**config.mk**
```make
export PLATFORM = sky130hd
export DESIGN_NAME = vga_frame_reader
export DESIGN_NICKNAME = d
export VERILOG_FILES = /design/src/rtl/vga_frame_reader.sv
export SDC_FILE = /design/constraint.sdc
export NUM_CORES = 1
export LEC_CHECK = 0
export ABC_AREA = 1
export BUFFER_PORTS_ARGS = -buffer_cell sky130_fd_sc_hd__buf_2
export CAP_MARGIN = 5
export CELL_PAD_IN_SITES_DETAIL_PLACEMENT = 1
export CELL_PAD_IN_SITES_GLOBAL_PLACEMENT = 1
export CORE_UTILIZATION = 30
export DETAILED_ROUTE_END_ITERATION = 7
export PLACE_DENSITY = 0.65
export SLEW_MARGIN = 10
export SYNTH_ARGS = -nofsm -noshare
export SYNTH_HDL_FRONTEND = slang
export SYNTH_SLANG_ARGS = --single-unit
export TNS_END_PERCENT = 5
```
**constraint.sdc**
```tcl
create_clock -name clk -period 3 [get_ports clk]
set_clock_uncertainty 0.2 [all_clocks]
set_input_delay 0.3 -clock clk [delete_from_list [all_inputs] [get_ports clk]]
set_output_delay 0.3 -clock clk [all_outputs]
set_load 0.005 [all_outputs]
```
**src/rtl/vga_frame_reader.sv**
```systemverilog
// VGA 640x480@60 scan-out of a 320x240 RGB565 frame buffer at 2x scale.
// Three-stage pipeline: counters -> RAM address -> RAM data -> registered pins.
module vga_frame_reader #(
    parameter int H_ACTIVE = 640,
    parameter int H_FP     = 16,
    parameter int H_SYNC   = 96,
    parameter int H_BP     = 48,
    parameter int V_ACTIVE = 480,
    parameter int V_FP     = 10,
    parameter int V_SYNC   = 2,
    parameter int V_BP     = 33,
    parameter int BUF_W    = 320,
    parameter int BUF_H    = 240,
    parameter int AW       = 17,
    parameter int DW       = 16
) (
    input  logic          clk,
    input  logic          rst_n,
    output logic [AW-1:0] addr_out,
    output logic          regread,
    input  logic [DW-1:0] data_out,
    output logic          vga_hsync,
    output logic          vga_vsync,
    output logic [4:0]    vga_r,
    output logic [5:0]    vga_g,
    output logic [4:0]    vga_b,
    output logic          vblank,
    output logic          frame_end
);

    localparam int H_TOTAL = H_ACTIVE + H_FP + H_SYNC + H_BP;
    localparam int V_TOTAL = V_ACTIVE + V_FP + V_SYNC + V_BP;
    localparam int HW      = $clog2(H_TOTAL);
    localparam int VW      = $clog2(V_TOTAL);

    localparam logic [HW-1:0] H_LAST   = HW'(H_TOTAL - 1);
    localparam logic [HW-1:0] H_ACT    = HW'(H_ACTIVE);
    localparam logic [HW-1:0] HS_BEGIN = HW'(H_ACTIVE + H_FP);
    localparam logic [HW-1:0] HS_END   = HW'(H_ACTIVE + H_FP + H_SYNC - 1);
    localparam logic [VW-1:0] V_LAST   = VW'(V_TOTAL - 1);
    localparam logic [VW-1:0] V_ACT    = VW'(V_ACTIVE);
    localparam logic [VW-1:0] VS_BEGIN = VW'(V_ACTIVE + V_FP);
    localparam logic [VW-1:0] VS_END   = VW'(V_ACTIVE + V_FP + V_SYNC - 1);

    localparam logic [AW-1:0] ROW_STEP      = AW'(BUF_W);
    localparam logic [AW-1:0] LAST_ROW_BASE = AW'((BUF_H - 1) * BUF_W);

    logic [HW-1:0] h;
    logic [VW-1:0] v;
    logic [AW-1:0] row_base;

    logic active;
    logic hs_c;
    logic vs_c;
    logic vb_c;
    logic fe_c;

    logic act1, hs1, vs1, vb1, fe1;
    logic act2, hs2, vs2, vb2, fe2;

    assign active = (h < H_ACT) && (v < V_ACT);
    assign hs_c   = !((h >= HS_BEGIN) && (h <= HS_END));
    assign vs_c   = !((v >= VS_BEGIN) && (v <= VS_END));
    assign vb_c   = (v >= V_ACT);
    assign fe_c   = (h == '0) && (v == V_ACT);

    // row_base tracks (v>>1)*BUF_W incrementally; it advances after each odd
    // line and is capped at the last buffer row so no address can overrun.
    always_ff @(posedge clk or negedge rst_n) begin
        if (!rst_n) begin
            h        <= '0;
            v        <= '0;
            row_base <= '0;
        end else if (h == H_LAST) begin
            h <= '0;
            if (v == V_LAST) begin
                v        <= '0;
                row_base <= '0;
            end else begin
                v <= v + 1'b1;
                if (v[0] && (row_base != LAST_ROW_BASE)) begin
                    row_base <= row_base + ROW_STEP;
                end
            end
        end else begin
            h <= h + 1'b1;
        end
    end

    always_ff @(posedge clk or negedge rst_n) begin
        if (!rst_n) begin
            addr_out  <= '0;
            regread   <= 1'b0;
            act1      <= 1'b0;
            hs1       <= 1'b1;
            vs1       <= 1'b1;
            vb1       <= 1'b0;
            fe1       <= 1'b0;
            act2      <= 1'b0;
            hs2       <= 1'b1;
            vs2       <= 1'b1;
            vb2       <= 1'b0;
            fe2       <= 1'b0;
            vga_hsync <= 1'b1;
            vga_vsync <= 1'b1;
            vblank    <= 1'b0;
            frame_end <= 1'b0;
            vga_r     <= '0;
            vga_g     <= '0;
            vga_b     <= '0;
        end else begin
            regread <= active;
            if (active) begin
                addr_out <= row_base + AW'(h >> 1);
            end
            act1 <= active;
            hs1  <= hs_c;
            vs1  <= vs_c;
            vb1  <= vb_c;
            fe1  <= fe_c;

            act2 <= act1;
            hs2  <= hs1;
            vs2  <= vs1;
            vb2  <= vb1;
            fe2  <= fe1;

            // Colour is gated by the delayed active flag so blanking is black
            // whatever the RAM port happens to be returning.
            vga_hsync <= hs2;
            vga_vsync <= vs2;
            vblank    <= vb2;
            frame_end <= fe2;
            vga_r     <= act2 ? data_out[15:11] : 5'd0;
            vga_g     <= act2 ? data_out[10:5]  : 6'd0;
            vga_b     <= act2 ? data_out[4:0]   : 5'd0;
        end
    end

endmodule

```
==> flow_metrics.env, run 1 <==
export IMPL_ant_nets=0
export IMPL_powerDensity_mw_per_mm2=451
export IMPL_synth_cell_types=36
export IMPL_h_tree_depth=3
export IMPL_dr_pass1_iters=4
export IMPL_grt_pass1_vias=3350
export IMPL_placed_cell_area_mm2=0.00434
export IMPL_syn_instance_count=475
export IMPL_synthMuxAreaShare=0
export IMPL_synth_net_count=503
export IMPL_path_class="reg -> reg"
export IMPL_cp_max_fo=5
export IMPL_yosysWarnings=0
export IMPL_setup_viol=0
export IMPL_post_route_cell_area_mm2=0.00478
export IMPL_wl_per_cell_um=13.4
export IMPL_ys_seq_area_frac=0.500
export IMPL_pwr_share_clk=0.472
export IMPL_fmax_mhz=507
export IMPL_die_height_um=116
export IMPL_p_comb_frac=0.034
export IMPL_drt_iter0_markers=111
export IMPL_routabilityCongestion=0.817
export IMPL_synth_top_family_by_area="simple AND/OR/NAND/NOR gates"
export IMPL_cts_buffers=9
export IMPL_cts_root_buffer="clkbuf_16"
export IMPL_cp_start_kind="flop"
export IMPL_final_max_slew_viol_count=0
export IMPL_io_buffers=55
export IMPL_clock_path_buffers=2
export IMPL_switching_share=0.229
export IMPL_die_area_mm2=0.0135
export IMPL_p_int_mw=1.66
export IMPL_gr_total_overflow=0
export IMPL_ys_ff_latch=78
export IMPL_grt_max_degree=79
export IMPL_cts_sinks=78
export IMPL_cp_required_ns=3.04
export IMPL_synthAdderAreaFrac=0.0320
export IMPL_status="finished, final reports clean"
export IMPL_maxCapViolCount=0
export IMPL_viasPerCell=4.53
export IMPL_antenna_cells=0
export IMPL_path_clk_slew_ns=0.06
export IMPL_crit_arrival_ns=2.01
export IMPL_worstSetupEndpointType="flop"
export IMPL_netlist_area_mm2=0.00392
export IMPL_initial_core_util=0.309
export IMPL_syn_area_per_cell_um2=8.24
export IMPL_vias=3283
export IMPL_clk_latency_ns=0.34
export IMPL_switching_power_mw=0.494
export IMPL_final_period_utilization=0.657
export IMPL_grt_use_total=0.159
export IMPL_finalHoldViolations=0
export IMPL_cts_resized=0
export IMPL_rsz0062_at_grt="no"
export IMPL_seqPwrFrac=0.494
export IMPL_drcViolationCount=0
export IMPL_nets=575
export IMPL_dp_hpwl_um=7060
export IMPL_cts_tree="done"
export IMPL_grt_first_pass_wirelength_um=16400
export IMPL_coreArea_mm2=0.0127
export IMPL_synth_compound_area_frac=0.0451
export IMPL_leakage_nw=2.58
export IMPL_worst_ir_drop_vdd_v=0.000272
export IMPL_fin_crit_ns=1.97
export IMPL_tightestPinTransition_ns=1.00
export IMPL_drt_total_wl_um=9690
export IMPL_ios=56
export IMPL_synth_xor_area_frac=0.0358
export IMPL_slew_headroom=0.331
export IMPL_drive_gt1_frac=0.174
export IMPL_yosys_area_share_simple=0.293
export IMPL_setup_tns_ns=0
export IMPL_area_growth_pct=22.1
export IMPL_min_path_type="reg -> reg"
export IMPL_die_x_um=116
export IMPL_antenna_found_initial=0
export IMPL_rows=41
metrics by stage:
stage                     setup slack (ns)  hold slack (ns)  power (mW)  instances  utilization
final                                 1.03            0.149        2.16        724        0.377
after global routing                 0.815            0.164        2.26        724        0.377
after CTS                             1.03          0.00839        2.20        723        0.377
after detailed placement              1.04            0.136        1.14        691        0.342
after global placement                1.10            0.132        1.14        691        0.342
after floorplan                       1.24           -0.196        1.10        475            -
layout make-up:
class                      count  area [um2]
inverter                      74         284
sequential                    78        1960
fill                        1508        7890
tap                          172         215
clock inverter                 6        45.0
multi-input combinational    311        1590
timing repair buffer          73         455
clock buffer                  10         229
logic make-up (layout without fill, tap and decap cells):
logic type / after synthesis / count (layout)
and+or+nand+nor: 252 / 252
buffers and inverters: 86 / 163
DFF: 78 / 78
AOI/OAI and AO/OA: 32 / 32
xor gates and xnor gates: 16 / 16
adders and majority gates: 10 / 10
other: 1 / 1
state kept, by name, summed over array words and instances, names as in the netlist, 5 cells and up:
signal,cells
h,10
v,10
vga_r,5
addr_out,17
row_base,11
vga_g,6
vga_b,5
critical path: stages, from the launching register on:
cell and delay [ns]:
dfrtp_1 0.42, inv_1 0.23, ha_1 0.22, inv_1 0.06, nor2_1 0.08, nand3_1 0.07, nor2_1 0.17, inv_1 0.09
nand3_2 0.13, clkinv_2 0.09, nand2_1 0.06, nand2_1 0.04
routing by layer:
metal,vias up,wire length [um],GRT usage
li1,1631,-,-
met3,13,337,0.0270
met4,0,206,0.0726
met5,-,0,0
met1,1570,4540,0.198
met2,69,4610,0.268
path summary, 6_finish.rpt:
kind	start	endpoint	slack (ns)	depth (start not counted)
worst min register to register	fe1$_DFF_PN0_	fe2$_DFF_PN0_	0.15	0
worst min-delay path	fe1$_DFF_PN0_	fe2$_DFF_PN0_	0.15	0
max in group asynchronous	rst_n	row_base[14]$_DFFE_PN0P_	1.47	2
min in group asynchronous	rst_n	addr_out[0]$_DFFE_PN0P_	0.46	2
worst max register to register	v[0]$_DFFE_PN0N_	row_base[7]$_DFFE_PN0P_	1.03	11
worst max-delay path	v[0]$_DFFE_PN0N_	row_base[7]$_DFFE_PN0P_	1.03	11
synth_stat cells:
library cell  instances  share of area
nor3_2                1         0.0026
inv_6                 1         0.0022
a211oi_1              1         0.0019
dfstp_2               6          0.040
a21oi_1               8          0.010
o21ai_1              11          0.014
inv_1                70          0.067
nand4_1               7          0.011
xor2_1               12          0.027
nand3_2               2         0.0051
nand3_1              51          0.065
xnor2_1               4         0.0089
or2_2                 1         0.0016
inv_2                 2         0.0019
buf_4                 3         0.0058
clkinv_2              1         0.0013
ha_1                 10          0.032
nand2_4               3         0.0086
o211a_1               2         0.0051
o21ai_0               9          0.012
nor2_4                2         0.0058
nor2_1               41          0.039
nand2_1             128           0.12
nand3_4               1         0.0045
clkbuf_1              2         0.0019
o2111ai_1             1         0.0022
conb_1                1        0.00096
dfrtp_1              72           0.46
buf_2                 5         0.0064
nand2_2               4         0.0064
nor4_1                3         0.0048
buf_6                 2         0.0058
nor2_8                1         0.0051
and2_1                1         0.0016
nor3_1                4         0.0051
nand3b_1              2         0.0038
repair_timing:
action | CTS | global route
setup buffers | 0 | 0
hold endpoints to repair | 87 | 1
hold buffers | 16 | 1
cell usage in the layout, fill, tap and decap left out, drive strengths merged:
cell type / synthesis / routed
dfstp: 6 / 6
inv: 73 / 75
and2: 1 / 1
buf: 10 / 56
nor2: 44 / 44
dfrtp: 72 / 72
xnor2: 4 / 4
a211oi: 1 / 1
nand4: 7 / 7
nand2: 135 / 135
nand3: 54 / 54
clkbuf: 2 / 10
nor3: 5 / 5
clkinv: 1 / 5
o211a: 2 / 2
a21oi: 8 / 8
or2: 1 / 1
o21ai: 20 / 20
nor4: 3 / 3
dlygate4sd3: 0 / 17
nand3b: 2 / 2
o2111ai: 1 / 1
ha: 10 / 10
xor2: 12 / 12
conb: 1 / 1
power groups by stage:
stage	logic (mW)	clock network, mW	registers (mW)
after CTS	0.0740	1.06	1.07
after global routing	0.0851	1.10	1.07
after global placement	0.0552	0	1.09
after detailed placement	0.0573	0	1.09
final	0.0729	1.02	1.07
after floorplan	0.00880	0	1.09
(Power assumes the default switching activity.)
==> inputs of run 2 (changes only) <==
- PLACE_DENSITY: 0.65 -> 0.68
- clock period: 3 -> 1.8 ns (I/O delays scaled with it)
==> run 2 against run 1 <==
Against the previous run: the run now ends with negative setup slack left; largest cell class unchanged; cell area grew 9.3%; global-route usage grew 0.83 points; first-iteration DRC count grew 68%; clock power grew 72%; combinational power grew 78%; sequential share of layout area shrank 3.5 points; sequential power grew 66%; die area is the same; count of clock-buffer cells in the layout grew 2; fmax grew 7.2%.
==> flow_metrics.env, run 2 (synthesized netlist as in run 1, its figures left out) <==
export IMPL_pwr_share_clk=0.478
export IMPL_dp_cells=724
export IMPL_min_path_type="in -> async"
export IMPL_switching_power_mw=0.806
export IMPL_cp_required_ns=1.83
export IMPL_drive_gt1_frac=0.266
export IMPL_initial_core_util=0.309
export IMPL_top_regs="addr_out: 17 flops, row_base: 11 flops"
export IMPL_io_buffers=55
export IMPL_timing_final_ws_setup_ns=-0.0378
export IMPL_area_growth_pct=33.6
export IMPL_grt_util_met2=0.284
export IMPL_grt_max_degree=42
export IMPL_setup_viol=5
export IMPL_postLayoutCoreUtil=0.413
export IMPL_path_class="reg -> reg"
export IMPL_coreArea_mm2=0.0127
export IMPL_final_period_utilization=1.02
export IMPL_r2r_end="row_base[11]$_DFFE_PN0P_"
export IMPL_finalHoldViolations=0
export IMPL_pre_cts_ws_ns=-0.0736
export IMPL_grtUsageMet3=0.0400
export IMPL_cp_max_fo=9
export IMPL_r2r_cells=10
export IMPL_nets=617
export IMPL_antenna_found_initial=0
export IMPL_antenna_cells=0
export IMPL_grtUsageMet1=0.208
export IMPL_ios=56
export IMPL_maxCapViolCount=0
export IMPL_clock_path_buffers=2
export IMPL_final_max_slew_viol_count=0
export IMPL_wl_per_cell_um=14.2
export IMPL_p_comb_frac=0.036
export IMPL_die_area_mm2=0.0135
export IMPL_dr_pass1_iters=4
export IMPL_h_tree_depth=3
export IMPL_instances_no_fill=766
export IMPL_die_height_um=116
export IMPL_worstSetupEndpointType="flop"
export IMPL_status="finished with violations"
export IMPL_violations="negative setup slack"
export IMPL_path_clk_slew_ns=0.06
export IMPL_seqPwrFrac=0.486
export IMPL_dp_hpwl_um=7820
export IMPL_switching_share=0.220
export IMPL_die_x_um=116
export IMPL_cts_buffers=9
export IMPL_drcViolationCount=0
export IMPL_grt_pass1_vias=3611
export IMPL_p_int_mw=2.85
export IMPL_routabilityCongestion=0.833
export IMPL_grt_use_total=0.167
export IMPL_final_cell_mix="123 x nand2_1, 70 x dfrtp_1, 69 x inv_1"
export IMPL_cts_root_buffer="clkbuf_16"
export IMPL_drt_iter0_markers=186
export IMPL_cts_tree="done"
export IMPL_grt_busiest_layer="met2"
export IMPL_fmax_mhz=544
export IMPL_ant_nets=0
export IMPL_fin_crit_ns=1.84
export IMPL_clk_latency_ns=0.34
export IMPL_reg2reg_from="h[8]$_DFF_PN0_"
export IMPL_final_common_cell="nand2_1"
export IMPL_crit_arrival_ns=1.87
export IMPL_report_power_total_mw=3.66
export IMPL_rsz0062_at_grt="yes"
export IMPL_gr_total_overflow=0
export IMPL_viasPerCell=4.60
export IMPL_worst_ir_drop_vdd_v=0.000423
export IMPL_vias=3525
export IMPL_leakage_nw=2.78
export IMPL_drt_total_wl_um=10900
export IMPL_top_register="addr_out"
export IMPL_grt_first_pass_wirelength_um=17400
export IMPL_rows=41
export IMPL_cp_start_kind="flop"
export IMPL_powerDensity_mw_per_mm2=699
export IMPL_ff2ff_setup_slack_ns=-0.04
export IMPL_cts_sinks=78
export IMPL_largest_reg_flops=17
==> run 2: changes by cell type in the layout (fill, tap and decap cells not counted), sizes merged <==
cell / change
inv: -2
buf: +42
clkbuf: +2
==> run 2: power by group through the flow <==
stage	Sequential [mW]	Combinational [mW]	Clock, mW
after global placement	1.81	0.100	0
after detailed placement	1.81	0.104	0
after CTS	1.78	0.133	1.79
after floorplan	1.81	0.0147	0
final	1.78	0.130	1.75
after global routing	1.78	0.149	1.88
==> run 2: how the worst max path moves through the flow <==
stage                           startpoint                  endpoint  depth (start not counted)
final                       h[8]$_DFF_PN0_  row_base[11]$_DFFE_PN0P_                         10
after floorplan           v[0]$_DFFE_PN0N_   row_base[7]$_DFFE_PN0P_                         11
after detailed placement    h[8]$_DFF_PN0_  addr_out[13]$_DFFE_PN0P_                          8
after global placement      h[8]$_DFF_PN0_  addr_out[13]$_DFFE_PN0P_                          8
after CTS                   h[0]$_DFF_PN0_  row_base[11]$_DFFE_PN0P_                         10
after global routing        h[8]$_DFF_PN0_   row_base[9]$_DFFE_PN0P_                         10
==> run 2: worst max-delay path: stages, from the launching register on <==
cell     delay, ns
dfrtp_2       0.43
buf_4         0.14
nand2_1       0.07
nor2_2        0.24
nand2_8       0.14
inv_6         0.13
nand2_4       0.11
nand2_4       0.12
nand2_1       0.06
nand2_1       0.06
inv_1         0.04
==> run 2: per-stage QoR <==
stage          TNS, ns  hold WS [ns]  instance area [um2]
3_5_place_dp    -0.184        -0.117                 4610
2_1_floorplan        0        -0.316                 3920
3_3_place_gp         0        -0.123                 4610
5_1_grt          -1.21        0.0794                 5230
4_1_cts        -0.0427        0.0679                 5080
6_report        -0.107        0.0605                 5230
==> run 2: area by class of cell <==
type / count / area (um2)
fill: 1528 / 7440
clock buffer: 12 / 256
clock inverter: 4 / 31.3
inverter: 74 / 284
tap: 172 / 215
multi-input combinational: 311 / 1680
timing repair buffer: 115 / 796
sequential: 78 / 1960
==> run 2: repair_timing <==
item	4_1_cts	5_1_grt
hold endpoints to repair	93	0
buffers inserted	0	9
setup endpoints to repair	9	25
gates resized for setup	4	20
pin swaps	0	4
hold buffers	17	0
==> run 2: per-layer routing <==
layer,vias up,part of all wire
met1,1707,0.46
met3,20,0.038
met4,0,0.019
met2,85,0.48
met5,-,0
li1,1713,-
